===== config.mk =====
export PLATFORM = sky130hd
export DESIGN_NAME = pipe_skid_reg
export DESIGN_NICKNAME = d
export VERILOG_FILES = /design/src/rtl/pipe_skid_reg.sv
export SDC_FILE = /design/constraint.sdc
export NUM_CORES = 1
export LEC_CHECK = 0
export ABC_AREA = 1
export CORE_UTILIZATION = 41
export DETAILED_ROUTE_END_ITERATION = 10
export GPL_ROUTABILITY_DRIVEN = 0
export PLACE_DENSITY = 0.7
export SLEW_MARGIN = 15
export SYNTH_ARGS = -nofsm -noshare
export SYNTH_HDL_FRONTEND = slang
export SYNTH_SLANG_ARGS = --single-unit
export TNS_END_PERCENT = 30

===== constraint.sdc =====
create_clock -name clk -period 1.3 [get_ports clk]
set_input_delay 0.325 -clock clk [delete_from_list [all_inputs] [get_ports clk]]
set_output_delay 0.325 -clock clk [all_outputs]
set_load 0.02 [all_outputs]

===== src/rtl/pipe_skid_reg.sv =====
// Generic pipeline stage: two-entry skid buffer with valid/ready on both sides,
// flow-control stall/flush (stall beats flush), occupancy and a saturating stall counter.
module pipe_skid_reg #(
  parameter int DATA_W         = 32,
  parameter bit CLEAR_ON_FLUSH = 1'b1,
  parameter int CNT_W          = 16
) (
  input  logic              clk,
  input  logic              rst_n,
  input  logic              up_valid_i,
  input  logic [DATA_W-1:0] up_data_i,
  output logic              up_ready_o,
  output logic              dn_valid_o,
  output logic [DATA_W-1:0] dn_data_o,
  input  logic              dn_ready_i,
  input  logic              fc_stall_i,
  input  logic              fc_flush_i,
  output logic [1:0]        occ_o,
  output logic [CNT_W-1:0]  stall_cnt_o
);

  logic              main_v;
  logic              skid_v;
  logic [DATA_W-1:0] main_d;
  logic [DATA_W-1:0] skid_d;
  logic [CNT_W-1:0]  stall_cnt;
  logic              up_fire;
  logic              dn_fire;

  function automatic logic [CNT_W-1:0] sat_inc(input logic [CNT_W-1:0] v);
    return (&v) ? v : v + CNT_W'(1);
  endfunction

  // Ready depends only on registered skid state, never on dn_ready_i.
  assign up_ready_o  = !skid_v && !fc_stall_i;
  assign dn_valid_o  = main_v && !fc_stall_i;
  assign dn_data_o   = main_d;
  assign occ_o       = {1'b0, main_v} + {1'b0, skid_v};
  assign stall_cnt_o = stall_cnt;

  assign up_fire = up_valid_i && up_ready_o;
  assign dn_fire = dn_valid_o && dn_ready_i;

  always_ff @(posedge clk) begin
    if (!rst_n) begin
      main_v    <= 1'b0;
      skid_v    <= 1'b0;
      main_d    <= '0;
      skid_d    <= '0;
      stall_cnt <= '0;
    end else if (fc_stall_i) begin
      stall_cnt <= sat_inc(stall_cnt);
    end else if (fc_flush_i) begin
      main_v <= 1'b0;
      skid_v <= 1'b0;
      if (CLEAR_ON_FLUSH) begin
        main_d <= '0;
        skid_d <= '0;
      end
    end else if (!main_v) begin
      if (up_fire) begin
        main_d <= up_data_i;
        main_v <= 1'b1;
      end
    end else if (!skid_v) begin
      // One entry held: replace, spill into skid, or drain.
      if (up_fire && dn_fire) begin
        main_d <= up_data_i;
      end else if (up_fire) begin
        skid_d <= up_data_i;
        skid_v <= 1'b1;
      end else if (dn_fire) begin
        main_v <= 1'b0;
      end
    end else if (dn_fire) begin
      main_d <= skid_d;
      skid_v <= 1'b0;
    end
  end

endmodule

==> results of run 1 <==
## worst max-delay path: cells and delay by family
| family | cells | cell delay [ns] |
|---|---|---|
| AOI/OAI and AO/OA | 1 | 0.13 |
| buffers and inverters | 5 | 0.93 |
| and+or+nand+nor | 4 | 0.41 |
## path summary, 6_finish.rpt
check	slack [ns]	to	cells after the start
max reg2reg	-0.21	skid_d[28]	8
min reg2reg	0.46	dn_data_o[21]	2
min	0.46	dn_data_o[21]	2
max	-0.21	skid_d[28]	10
## per-stage QoR
step,instances,hold WS [ns]
floorplan,576,0.459
finish,838,0.464
detailed placement,803,0.455
CTS,819,0.469
global placement,803,0.453
global route,838,0.483
## metal layers
metal	vias to the layer above	track usage, %	share of wire (%)
met3	24	5.27	5.3
met2	153	41.6	51
met4	0	7.69	1.5
li1	2188	-	-
met1	2162	29.3	42
met5	-	0	0
## state kept, by name, summed over array words and instances, names as in the netlist
signal and cells:
stall_cnt_o 16, dn_data_o 32, main_v 1, skid_v 1
skid_d 32
## power by group through the flow
stage          logic [mW]  clock network (mW)  registers (mW)
2_1_floorplan       0.378                   0            2.78
3_3_place_gp        0.920                   0            2.70
3_5_place_dp        0.933                   0            2.70
4_1_cts             0.919                1.97            2.64
5_1_grt              1.11                2.10            2.65
6_report             1.04                1.94            2.64
## cell usage in the layout, fill, tap and decap left out, types with 3 or more instances in the layout
master | netlist | layout
nand2_1 | 123 | 94
nor2_1 | 101 | 90
nand3_1 | 74 | 71
dfxtp_1 | 82 | 65
buf_4 | 2 | 47
a21oi_1 | 79 | 45
buf_2 | 18 | 43
a21oi_2 | 0 | 34
clkdlybuf4s50_1 | 0 | 34
buf_6 | 0 | 29
o21ai_0 | 33 | 26
nand2_2 | 2 | 19
dfxtp_2 | 0 | 13
nand2_4 | 3 | 12
inv_1 | 16 | 12
clkbuf_8 | 0 | 9
clkbuf_16 | 0 | 9
o21ai_1 | 3 | 8
nor2_2 | 3 | 8
buf_12 | 0 | 8
nor2_4 | 1 | 7
nand4_1 | 6 | 6
inv_2 | 3 | 5
xor2_1 | 4 | 4
dfxtp_4 | 0 | 4
nand2_8 | 0 | 3
nand3_2 | 0 | 3
## final cells by class
type | instances | area (sq um) | area share (%)
clock inverters | 4 | 50.0 | 0.816
clock buffers | 12 | 156 | 2.55
repair buffers | 173 | 1640 | 26.7
multi-input cells | 437 | 2400 | 39.0
flip-flops and latches | 82 | 1670 | 27.3
inverters | 19 | 81.3 | 1.33
well taps | 111 | 139 | 2.26
## cells by family after synthesis
| kind of cell | after synthesis |
|---|---|
| buf+inv | 57 |
| compound gates | 115 |
| xor+xnor | 6 |
| fa+ha+maj | 2 |
| flops | 82 |
| simple gates | 314 |
## timing repair
action / in CTS / in global routing
hold buffers: 0 / 0
gates cloned: 0 / 12
endpoints found under the setup margin: 132 / 113
pin swaps: 15 / 26
buffers inserted: 0 / 7
resized for setup: 233 / 136
==> results.cfg, run 1 <==
[sta]
fin_skew_ns = 0.0136
rsz0062_at_grt = true
worst_slack_ns = -0.205
post-route-period-util_pct = 116
slew_headroom_pct = 81.9
drv_slew = 0
fmax_mhz = 664
worst_pin_slew_ns = 0.270
setup_viol = 85
period_needed_ns = 1.51
hold_viol_final = 0
tns_ns = -9.86

[finish]
fin_area_sq_um = 6140
area_growth_pct = 58.0
nFillCells = 755
post-route-util_pct = 66.7
diodes = 0
layout.nets = 762
drive_above_1_share_pct = 36.5

[route]
num_vias = 4527
viasPerCell = 5.40
drc_errors = 0
drtPass1Iterations = 4
wire_per_inst_microns = 16.1
antenna_left = 0
drtIter0Drc = 289
drt_wl_total_mm = 13.5

[synthesis]
synth_top_area_cell = dfxtp_1
synth_area_leaders = dfxtp_1, nand2_1, a21oi_1
synth-xor-area-share_pct = 1.35
synthAdderAreaFrac_pct = 0.644
synth_top_cell_area_share_pct = 42.3
synth_simple_gate_area_share_pct = 34.6
synth_most_common_cell = nand2_1
synth-seq-cells = 82
synthArstFlopShare_pct = 0
synth_commonest_cells = nand2_1, nor2_1, dfxtp_1
synthFlopType = dfxtp_1
seq_area_frac_synth_pct = 42.3
syn_area_sq_um = 3880
synth.distinct_cells = 23
synthCells = 576
yosysWarnings = 0
synth_compound_area_share_pct = 14.8
synth_edf_count = 0
syn_avg_cell_area_sq_um = 6.74
syn_nets = 616
synth_top_family_by_area = simple AND/OR/NAND/NOR gates
synth_mux_area_share_pct = 0

[place]
numPortBuffers = 89
place_hpwl_mm = 7.97
placed_cell_area_sq_um = 5380
place_ws_ns = -0.787

[setup_path]
cpMaxStageDelayCell = dlygate4sd2_1
worstSetupStartpoint = fc_stall_i
path_max_fanout = 6
max_stage_delay_ns = 0.35
critPathLaunchType = input pin
worstPathArrival_ns = 1.80
path_class = input pin to register
critPathRequiredTime_ns = 1.60
worstSetupEndpointType = register
crit_chain = dlygate4sd2_1, inv_2, nand2_4, nor2_4, buf_4, nor3b_4, buf_6, clkbuf_16, nand2_1, a21oi_2
r2r_start = main_v

[clock_tree]
tritoncts = yes
worstSkewPairLatency_ns = 0.37
root_buffer = clkbuf_8
numCtsBuffers = 9
clk_pin_slew_ns = 0.08
htree_levels = 3
clockBufferDepth = 2
cts_sinks = 82

[worst_hold_path]
min_from = dn_data_o[21]
hp-class = register to register

[global_routing]
grt_pass1_wl_mm = 18.7
grt_max_degree = 40
gr-usage-all-layers_pct = 23.9
grt_pass1_vias = 4009
antenna_found_initial = 0
overflow = 0

[power_and_ir_drop]
peakVddDrop_mv = 0.707
switching_share_pct = 28.0
clockPowerShare_pct = 34.6
p_per_area_nw_per_um2 = 916
p_comb_share_pct = 18.5
pwr-share-seq_pct = 47.0
p_total_mw = 5.62
p_sw_mw = 1.58
p_leak_nw = 2.64
cell_internal_pwr_mw = 4.04

[floorplan]
die_y_microns = 99.3
core_sq_um = 9200
die_x_microns = 99.3
rows = 35
start_util_pct = 42.2
dieArea_sq_um = 9870
io_pins = 90

[run]
drv_cap = 0

[run_status]
violations = setup timing
status = complete, but fails checks
No activity file was read; power rests on OpenSTA's default activity.
==> run 2, diff against run 1 <==
--- a/config.mk
+++ b/config.mk
@@ -7,6 +7,7 @@
 export LEC_CHECK = 0
 export ABC_AREA = 1
 export CORE_UTILIZATION = 41
+export CTS_CLUSTER_DIAMETER = 40
 export DETAILED_ROUTE_END_ITERATION = 10
 export GPL_ROUTABILITY_DRIVEN = 0
 export PLACE_DENSITY = 0.7
==> results of run 2 <==
No change in the layout: final DEF, timing and power equal those of run 1.
==> run 3, diff against run 2 <==
--- a/config.mk
+++ b/config.mk
@@ -6,11 +6,13 @@
 export NUM_CORES = 1
 export LEC_CHECK = 0
 export ABC_AREA = 1
+export ABC_CLOCK_PERIOD_IN_PS = 1590
 export CORE_UTILIZATION = 41
 export CTS_CLUSTER_DIAMETER = 40
 export DETAILED_ROUTE_END_ITERATION = 10
 export GPL_ROUTABILITY_DRIVEN = 0
-export PLACE_DENSITY = 0.7
+export HOLD_SLACK_MARGIN = 0.06
+export PLACE_DENSITY = 0.68
 export SLEW_MARGIN = 15
 export SYNTH_ARGS = -nofsm -noshare
 export SYNTH_HDL_FRONTEND = slang
==> constraint.sdc (replaced) <==
create_clock -name clk -period 1.59 [get_ports clk]
set_input_delay 0.3975 -clock clk [delete_from_list [all_inputs] [get_ports clk]]
set_output_delay 0.3975 -clock clk [all_outputs]
set_load 0.02 [all_outputs]
==> run 3 against run 2 <==
The run now ends clean. Sequential share of layout area increased by 2.1 points. Final area down 8.3%. Non-clock buffer count shrank 29. Hold slack got worse by 0.0020 ns. Cell count fell by 3.3%. Flip-flop and latch count unchanged. Count of clock-buffer cells in the layout decreased by 1. Combinational power decreased by 28%. Power fell by 17%. Register-to-register slack better by 0.25 ns. Largest power group unchanged. Highest routed layer unchanged.
==> results.cfg, run 3 (synthesis gave the netlist of run 1 again) <==
[power_and_ir_drop]
p_leak_nw = 2.45
p_total_mw = 4.65
p_per_area_nw_per_um2 = 826
peakVddDrop_mv = 0.525

[sta]
setup_viol = 0
drv_slew = 0
worst_slack_ns = 0.0464
hold_viol_final = 0
rsz0062_at_grt = true
period_needed_ns = 1.54
fin_skew_ns = 0.0106
post-route-period-util_pct = 97.1
worst_pin_slew_ns = 0.255
fmax_mhz = 648
tns_ns = 0
slew_headroom_pct = 83.0

[global_routing]
antenna_found_initial = 0
grt_pass1_vias = 3847
overflow = 0
gr-usage-all-layers_pct = 22.2
grt_pass1_wl_mm = 17.7
grt_max_degree = 51

[floorplan]
die_y_microns = 99.3
rows = 35
io_pins = 90
core_sq_um = 9200
dieArea_sq_um = 9870
start_util_pct = 42.2
die_x_microns = 99.3

[route]
viasPerCell = 5.24
drtPass1Iterations = 4
antenna_left = 0
num_vias = 4243
drt_wl_total_mm = 11.3
drtIter0Drc = 212
drc_errors = 0
wire_per_inst_microns = 14.0

[place]
numPortBuffers = 89
placed_cell_area_sq_um = 5210
place_ws_ns = -0.516
place_hpwl_mm = 7.33

[finish]
layout.nets = 734
layout_commonest_cell = nand2_1
final_cell_mix = nand2_1, nor2_1, dfxtp_1
drive_above_1_share_pct = 15.5
multi_input_area_sq_um = 2090
fin_area_sq_um = 5630
seqCellArea_sq_um = 1650
nFillCells = 875
diodes = 0
post-route-util_pct = 61.2
area_growth_pct = 44.9

[setup_path]
cpMaxStageDelayCell = dfxtp_2
worstPathArrival_ns = 1.82
cpMostUsedCell = buf_4
max_stage_delay_ns = 0.34
path_class = register to register
worstSetupEndpointType = register
cp_top_family = buffers and inverters
critPathBufInv = 4
critPathRequiredTime_ns = 1.87
critPathLaunchType = register
path_max_fanout = 11
crit_chain = buf_4, nor2_4, buf_4, nand2_4, nor3b_4, buf_6, buf_12, nand2_1, a21oi_1

[clock_tree]
root_buffer = clkbuf_8
worstSkewPairLatency_ns = 0.35
tritoncts = yes
clk_pin_slew_ns = 0.09
ctsHoldBuffers = 0
cts_sinks = 82
htree_levels = 3
numCtsBuffers = 9
clockBufferDepth = 2

[worst_hold_path]
hp-class = register to register

[run_status]
status = finished, final reports clean

[run]
drv_cap = 0
## run 3: layout make-up
type	count	share of cell area, %
well taps	111	2.47
clock inverters	5	1.49
repair buffers	144	25.6
inverters	19	1.27
multi-input cells	438	37.2
flip-flops and latches	82	29.3
clock buffers	11	2.69
## run 3: metrics by stage
step                      cells  hold WS [ns]
final                       810         0.462
after global routing        810         0.479
after CTS                   801         0.467
after detailed placement    785         0.455
after global placement      785         0.454
after floorplan             576         0.459
## run 3: per-layer routing
metal,share of wire [%],vias up,track usage [%]
met5,0,-,0
met2,49,148,37.9
met4,2.1,0,6.67
met3,6.7,22,4.57
met1,43,1937,28.2
li1,-,2136,-
## run 3: worst reg2reg max path, delay by kind of cell (launching register included)
| kind | cells | cell delay (ns) |
|---|---|---|
| simple gates | 4 | 0.43 |
| compound gates | 1 | 0.13 |
| flops | 1 | 0.34 |
| buf+inv | 4 | 0.59 |
## run 3: path summary, 6_finish.rpt
kind | slack, ns | cells past startpoint | end | startpoint
setup / recovery | 0.05 | 9 | skid_d[4] | skid_v
hold / removal | 0.46 | 2 | dn_data_o[9] | dn_data_o[9]
setup reg to reg | 0.05 | 9 | skid_d[4] | skid_v
hold reg to reg | 0.46 | 2 | dn_data_o[9] | dn_data_o[9]
## run 3: timing repair
action | 4_1_cts | 5_1_grt
endpoints found under the setup margin | 113 | 75
resized for setup | 64 | 34
setup buffers | 0 | 1
pin swaps | 0 | 8
cloned | 0 | 8
## run 3: report_power, final
group          total, mW  internal (mW)  switching, mW
sequential          2.16           2.12         0.0415
combinational      0.745          0.333          0.412
clock               1.74          0.976          0.769
